File: config.mk
export PLATFORM = sky130hd
export DESIGN_NAME = reg_wb_queue_flat
export DESIGN_NICKNAME = d
export VERILOG_FILES = /design/src/rtl/reg_wb_queue_if.sv /design/src/rtl/reg_wb_queue.sv /design/src/flat_wrapper.sv
export SDC_FILE = /design/constraint.sdc
export NUM_CORES = 1
export LEC_CHECK = 0
export ABC_AREA = 1
export BUFFER_PORTS_ARGS = -buffer_cell sky130_fd_sc_hd__buf_2
export CORE_ASPECT_RATIO = 1.25
export CORE_UTILIZATION = 51
export CTS_CLUSTER_SIZE = 14
export DETAILED_ROUTE_END_ITERATION = 12
export GPL_TIMING_DRIVEN = 0
export PLACE_DENSITY = 0.81
export SLEW_MARGIN = 20
export SYNTH_ARGS = -nofsm -noshare
export SYNTH_HDL_FRONTEND = slang
export SYNTH_SLANG_ARGS = --single-unit
File: constraint.sdc
create_clock -name clk -period 2.55 [get_ports clk]
set_clock_uncertainty 0.05 [all_clocks]
set_input_delay 0.1275 -clock clk [delete_from_list [all_inputs] [get_ports clk]]
set_output_delay 0.1275 -clock clk [all_outputs]
set_load 0.01 [all_outputs]
File: src/rtl/reg_wb_queue_if.sv
// Writeback-queue bus: enqueue handshake, regfile write port, decode lookup ports and occupancy.
interface reg_wb_queue_if #(
    parameter int unsigned DEPTH = 4,
    parameter int unsigned AW    = 5,
    parameter int unsigned DW    = 32
);
    localparam int unsigned CW = $clog2(DEPTH) + 1;

    logic          enq_valid;
    logic          enq_ready;
    logic [AW-1:0] enq_reg;
    logic [DW-1:0] enq_data;
    logic          wb_en;
    logic          regwrite;
    logic [AW-1:0] writereg;
    logic [DW-1:0] writedata;
    logic [AW-1:0] q1_reg;
    logic [AW-1:0] q2_reg;
    logic          q1_hit;
    logic [DW-1:0] q1_data;
    logic          q2_hit;
    logic [DW-1:0] q2_data;
    logic [CW-1:0] count;

    modport master (
        output enq_valid, enq_reg, enq_data, wb_en, q1_reg, q2_reg,
        input  enq_ready, regwrite, writereg, writedata,
               q1_hit, q1_data, q2_hit, q2_data, count
    );

    modport slave (
        input  enq_valid, enq_reg, enq_data, wb_en, q1_reg, q2_reg,
        output enq_ready, regwrite, writereg, writedata,
               q1_hit, q1_data, q2_hit, q2_data, count
    );
endinterface

File: src/rtl/reg_wb_queue.sv
// Register-file writeback queue: FIFO of (reg, data) drained one per cycle, with pending-write lookup.
// Define WBQ_FORWARD_EN to drive q*_data with the newest pending value; otherwise q*_data is tied to 0.
module reg_wb_queue #(
    parameter int unsigned DEPTH = 4,
    parameter int unsigned AW    = 5,
    parameter int unsigned DW    = 32
) (
    input  logic           clk,
    input  logic           rst,
    reg_wb_queue_if.slave  bus
);
    localparam int unsigned PW = $clog2(DEPTH);
    localparam int unsigned CW = $clog2(DEPTH) + 1;

    logic [AW-1:0] reg_q  [DEPTH];
    logic [DW-1:0] data_q [DEPTH];

    logic [PW-1:0] head_q, head_d;
    logic [PW-1:0] tail_q, tail_d;
    logic [CW-1:0] count_q, count_d;
    logic          regwrite_q, regwrite_d;
    logic [AW-1:0] writereg_q, writereg_d;
    logic [DW-1:0] writedata_q, writedata_d;

    logic enq_ready_c;
    logic push_c;
    logic pop_c;

    assign enq_ready_c   = (count_q < CW'(DEPTH));
    assign bus.enq_ready = enq_ready_c;
    assign bus.count     = count_q;
    assign bus.regwrite  = regwrite_q;
    assign bus.writereg  = writereg_q;
    assign bus.writedata = writedata_q;

    // Pop decision uses only the stored count, so a same-cycle enqueue is never popped.
    always_comb begin
        push_c      = bus.enq_valid && enq_ready_c && (bus.enq_reg != '0);
        pop_c       = (count_q != '0) && bus.wb_en;
        head_d      = head_q;
        tail_d      = tail_q;
        regwrite_d  = 1'b0;
        writereg_d  = writereg_q;
        writedata_d = writedata_q;
        if (pop_c) begin
            head_d      = head_q + PW'(1);
            regwrite_d  = 1'b1;
            writereg_d  = reg_q[head_q];
            writedata_d = data_q[head_q];
        end
        if (push_c) begin
            tail_d = tail_q + PW'(1);
        end
        count_d = count_q + CW'(push_c) - CW'(pop_c);
    end

    always_ff @(posedge clk or posedge rst) begin
        if (rst) begin
            head_q      <= '0;
            tail_q      <= '0;
            count_q     <= '0;
            regwrite_q  <= 1'b0;
            writereg_q  <= '0;
            writedata_q <= '0;
        end else begin
            head_q      <= head_d;
            tail_q      <= tail_d;
            count_q     <= count_d;
            regwrite_q  <= regwrite_d;
            writereg_q  <= writereg_d;
            writedata_q <= writedata_d;
        end
    end

    // Storage needs no reset: occupancy alone decides which slots are valid.
    always_ff @(posedge clk) begin
        if (push_c) begin
            reg_q[tail_q]  <= bus.enq_reg;
            data_q[tail_q] <= bus.enq_data;
        end
    end

`ifdef WBQ_FORWARD_EN
    // Scan oldest to newest so later matches overwrite; output reg is oldest of all.
    function automatic logic [DW:0] lookup(input logic [AW-1:0] a);
        logic [DW:0]   r;
        logic [PW-1:0] idx;
        r = '0;
        if (a != '0) begin
            if (regwrite_q && (writereg_q == a)) begin
                r = {1'b1, writedata_q};
            end
            for (int i = 0; i < int'(DEPTH); i++) begin
                idx = head_q + PW'(i);
                if ((CW'(i) < count_q) && (reg_q[idx] == a)) begin
                    r = {1'b1, data_q[idx]};
                end
            end
        end
        return r;
    endfunction

    logic [DW:0] lk1_c, lk2_c;

    assign lk1_c       = lookup(bus.q1_reg);
    assign lk2_c       = lookup(bus.q2_reg);
    assign bus.q1_hit  = lk1_c[DW];
    assign bus.q1_data = lk1_c[DW-1:0];
    assign bus.q2_hit  = lk2_c[DW];
    assign bus.q2_data = lk2_c[DW-1:0];
`else
    // Hazard detect only: any pending write to the register.
    function automatic logic pending(input logic [AW-1:0] a);
        logic          h;
        logic [PW-1:0] idx;
        h = 1'b0;
        if (a != '0) begin
            if (regwrite_q && (writereg_q == a)) begin
                h = 1'b1;
            end
            for (int i = 0; i < int'(DEPTH); i++) begin
                idx = head_q + PW'(i);
                if ((CW'(i) < count_q) && (reg_q[idx] == a)) begin
                    h = 1'b1;
                end
            end
        end
        return h;
    endfunction

    assign bus.q1_hit  = pending(bus.q1_reg);
    assign bus.q2_hit  = pending(bus.q2_reg);
    assign bus.q1_data = '0;
    assign bus.q2_data = '0;
`endif

endmodule

File: src/flat_wrapper.sv
// flat-port wrapper written by rule: the top's interface ports become plain ports
module reg_wb_queue_flat 
#(
    parameter int unsigned DEPTH = 4,
    parameter int unsigned AW    = 5,
    parameter int unsigned DW    = 32
)
  (clk, rst, bus_enq_valid, bus_enq_reg, bus_enq_data, bus_wb_en, bus_q1_reg, bus_q2_reg, bus_enq_ready, bus_regwrite, bus_writereg, bus_writedata, bus_q1_hit, bus_q1_data, bus_q2_hit, bus_q2_data, bus_count);
  reg_wb_queue_if #(.DEPTH(DEPTH), .AW(AW), .DW(DW)) bus_i ();
  input  logic clk;
  input  logic rst;
  input wire logic [$bits(bus_i.enq_valid)-1:0] bus_enq_valid;
  input wire logic [$bits(bus_i.enq_reg)-1:0] bus_enq_reg;
  input wire logic [$bits(bus_i.enq_data)-1:0] bus_enq_data;
  input wire logic [$bits(bus_i.wb_en)-1:0] bus_wb_en;
  input wire logic [$bits(bus_i.q1_reg)-1:0] bus_q1_reg;
  input wire logic [$bits(bus_i.q2_reg)-1:0] bus_q2_reg;
  output wire logic [$bits(bus_i.enq_ready)-1:0] bus_enq_ready;
  output wire logic [$bits(bus_i.regwrite)-1:0] bus_regwrite;
  output wire logic [$bits(bus_i.writereg)-1:0] bus_writereg;
  output wire logic [$bits(bus_i.writedata)-1:0] bus_writedata;
  output wire logic [$bits(bus_i.q1_hit)-1:0] bus_q1_hit;
  output wire logic [$bits(bus_i.q1_data)-1:0] bus_q1_data;
  output wire logic [$bits(bus_i.q2_hit)-1:0] bus_q2_hit;
  output wire logic [$bits(bus_i.q2_data)-1:0] bus_q2_data;
  output wire logic [$bits(bus_i.count)-1:0] bus_count;
  assign bus_i.enq_valid = bus_enq_valid;
  assign bus_i.enq_reg = bus_enq_reg;
  assign bus_i.enq_data = bus_enq_data;
  assign bus_i.wb_en = bus_wb_en;
  assign bus_i.q1_reg = bus_q1_reg;
  assign bus_i.q2_reg = bus_q2_reg;
  assign bus_enq_ready = bus_i.enq_ready;
  assign bus_regwrite = bus_i.regwrite;
  assign bus_writereg = bus_i.writereg;
  assign bus_writedata = bus_i.writedata;
  assign bus_q1_hit = bus_i.q1_hit;
  assign bus_q1_data = bus_i.q1_data;
  assign bus_q2_hit = bus_i.q2_hit;
  assign bus_q2_data = bus_i.q2_data;
  assign bus_count = bus_i.count;
  reg_wb_queue #(.DEPTH(DEPTH), .AW(AW), .DW(DW)) u_core (.clk(clk), .rst(rst), .bus(bus_i));
endmodule
==> summary.txt <==
Power
  – Power per Cell Area: 1100 nW/um^2
  – Pleak: 5.31 nW
  – Psw: 5.18 mW
  – Internal Power: 7.58 mW
  – Sequential power share: 34.9%
  – Switching Share: 40.6%
  – Clock Power Share: 20.6%
  – Comb power frac: 44.5%
  – Maximum vdd drop: 735 uV
  – Total Power: 12.8 mW

Placed design
  – Placed Cells: 1340
  – Placed Area: 10300 sq um
  – Hpwl dp: 15000 um
  – Placer congestion estimate: 0.981
  – # port buffers: 92

Setup path
  – Max FO, Critical Path: 6
  – Setup crit end kind: output pin
  – WS Path Type: reg2out
  – Critical Path RT: 2.37 ns
  – Worst EP arrival: 2.35 ns
  – Startpoint Class: register

Yosys
  – Async SR Flop Fraction: 23.3%
  – Post-synth top area share: 48.7%
  – Ys flop type: edfxtp_1
  – Yosys warns: 0
  – Largest area contributor in the netlist: edfxtp_1
  – Synth area leaders: edfxtp_1 49%, nand2_1 17%, dfrtp_1 12%
  – Flops & latches, synth: 193
  – Synth Cell Area: 9140 sq um
  – Most common cell in the netlist: nand2_1
  – Mean Syn Cell Area: 9.56 sq um
  – EDFF count, synth: 148
  – Sequential share of the synthesized area: 61.0%
  – Most frequent cells after synthesis: 414 x nand2_1, 148 x edfxtp_1, 68 x nand3_1, 64 x buf_4, 50 x inv_1
  – Synth cell types: 27
  – Post-Synthesis Cells: 956

Timing
  – Slew @ Worst Pin: 0.721 ns
  – Setup TNS: 0 ns
  – # setup viols final: 0
  – Final period utilization: 99.0%
  – Unrepaired setup endpoints after global routing: true
  – Endpoints failing hold: 0
  – Max-Slew Margin vs Limit: 51.8%
  – Pins Over Slew Limit: 0
  – F_max: 0.396 GHz
  – Fin crit period: 2.53 ns

Clock network
  – H-tree Lvls: 4
  – Cts bufs inserted: 17
  – TritonCTS clock tree: built
  – CTS Root Cell: clkbuf_16
  – Worst-Skew Late Latency: 0.44 ns
  – Sink Count: 193
  – Clock buffer depth: 2
  – Clk pin slew, worst setup/hold paths: 0.07 ns

Layout
  – Final nets: 1243
  – # diodes: 0
  – Cell Count, Final, Fillers Out: 1420
  – Share of cells above drive strength 1: 24.1%
  – Synthesis-to-layout area growth: 27.1%
  – Final instance area: 11600 sq um

Floorplanning
  – Starting Density: 52.2%
  – Core Area: 17500 sq um
  – Ports: 159
  – Cell Rows: 54
  – Die width: 122 um
  – Die height: 152 um
  – Die footprint: 18500 sq um

Detailed routing
  – Drt pass-1 iters: 6
  – Vias: 7296
  – Routed wire per std cell: 16.6 um
  – Initial drt markers: 536
  – Final wirelength: 23500 um
  – Detail Route Antenna Nets: 0
  – Vias per cell: 5.14
  – # DRC: 0

Outcome
  – Status: finished clean

Job
  – MaxCap Viol Count: 0

GRT
  – Gr busiest metal: met2
  – Pin count of the biggest net entering global routing: 31
  – Vias in the first global route: 6606
  – GR Util All Layers: 25.0%
  – First-pass GRT wire length: 34100 um
  – Gr ovfl total: 0
  – GR Layer Usage met1: 29.1%
  – Initial antenna violation count: 0
  – Met2 Use GR: 45.3%
  – M3 GR Usage: 4.57%

Worst hold path
  – Hold/Removal Path Class: in2reg
## cells by family (layout without fill, tap and decap cells)
family | count (synthesis) | after routing | share of synthesized area (%)
adder cells (fa/ha/maj) | 9 | 9 | 1.31
flip-flops | 193 | 193 | 61.0
AO/OA/AOI/OAI | 30 | 30 | 1.82
XOR/XNOR | 7 | 7 | 0.671
other | 1 | 64 | 0.0411
buffers and inverters | 149 | 326 | 9.30
AND/OR/NAND/NOR | 567 | 567 | 25.9
## cell usage in the layout (no fill, tap or decap), drive strengths merged, types with 8 or more instances in the layout
| cell type | n |
|---|---|
| a21oi | 9 |
| buf | 184 |
| clkbuf | 42 |
| conb | 64 |
| dfrtp | 45 |
| dlygate4sd3 | 38 |
| edfxtp | 148 |
| ha | 8 |
| inv | 58 |
| nand2 | 420 |
| nand3 | 75 |
| nand4 | 33 |
| nor2 | 36 |
| o21ai | 15 |
## per-stage QoR
stage / utilization, % / setup WS, ns / hold WS (ns)
after floorplan: - / -0.331 / 0.176
after global placement: 57.8 / -1.56 / 0.290
after detailed placement: 58.7 / -0.595 / 0.0709
after CTS: 64.6 / 0.00257 / 0.0864
after global routing: 66.4 / -0.0740 / 0.0857
final: 66.4 / 0.0243 / 0.0687
## area by class of cell
cell class	count	area, sq um
clock inverter	10	87.6
buffer	96	682
tap	224	280
fill	1352	5890
inverter	52	198
clock buffer	22	507
multi-input combinational	677	3180
sequential	193	5570
timing repair buffer	146	1100
## sequential cells by signal, indices dropped and copies added, names as in the netlist
signal / cells
u_core.reg_q: 20
u_core.head_q: 2
u_core.tail_q: 2
u_core.bus.regwrite: 1
u_core.bus.count: 3
u_core.data_q: 128
u_core.bus.writereg: 5
u_core.bus.writedata: 32
## what timing repair did
action / CTS / global route
gates cloned: 1 / 2
pin swaps: 4 / 19
hold buffers: 38 / 0
buffers inserted: 3 / 5
setup endpoints to repair: 5 / 3
gates resized for setup: 8 / 65
hold endpoints to repair: 193 / 0
## final timing paths
| check | from | to | slack, ns | depth (start not counted) |
|---|---|---|---|---|
| max | u_core.head_q[0] | bus_q1_hit | 0.02 | 15 |
| min | bus_wb_en | u_core.bus.regwrite | 0.07 | 3 |
| max reg2reg | u_core.bus.count[2] | u_core.data_q[2][12] | 0.20 | 4 |
| min reg2reg | u_core.bus.writedata[31] | u_core.bus.writedata[31] | 0.42 | 2 |
| max in group asynchronous | rst | u_core.head_q[1] | 1.72 | 4 |
| min in group asynchronous | rst | u_core.bus.writedata[15] | 0.17 | 3 |
## worst max-delay path: stages, from the launching register on
cell,delay (ns)
dfrtp_1,0.38
buf_6,0.13
inv_4,0.06
buf_12,0.13
clkbuf_16,0.15
nand2_1,0.05
nand2_1,0.08
nand2_1,0.09
nand3_2,0.06
nand2_1,0.07
nor2_1,0.11
nand3_1,0.14
nand3_1,0.12
nor2_1,0.04
nor2_1,0.14
buf_2,0.17
## per-layer routing
metal | part of all wire, % | vias up
li1 | - | 3473
met1 | 38 | 3360
met2 | 52 | 393
met3 | 7.5 | 70
met4 | 3.1 | 0
met5 | 0 | -
## power groups by stage
stage / Sequential, mW / Clock, mW / Combinational, mW
final: 4.45 / 2.63 / 5.68
after global routing: 4.51 / 2.78 / 6.23
after CTS: 4.42 / 2.63 / 5.04
after detailed placement: 4.47 / 0 / 4.84
after global placement: 4.48 / 0 / 4.61
after floorplan: 4.57 / 0 / 3.14
(Power assumes the default switching activity.)
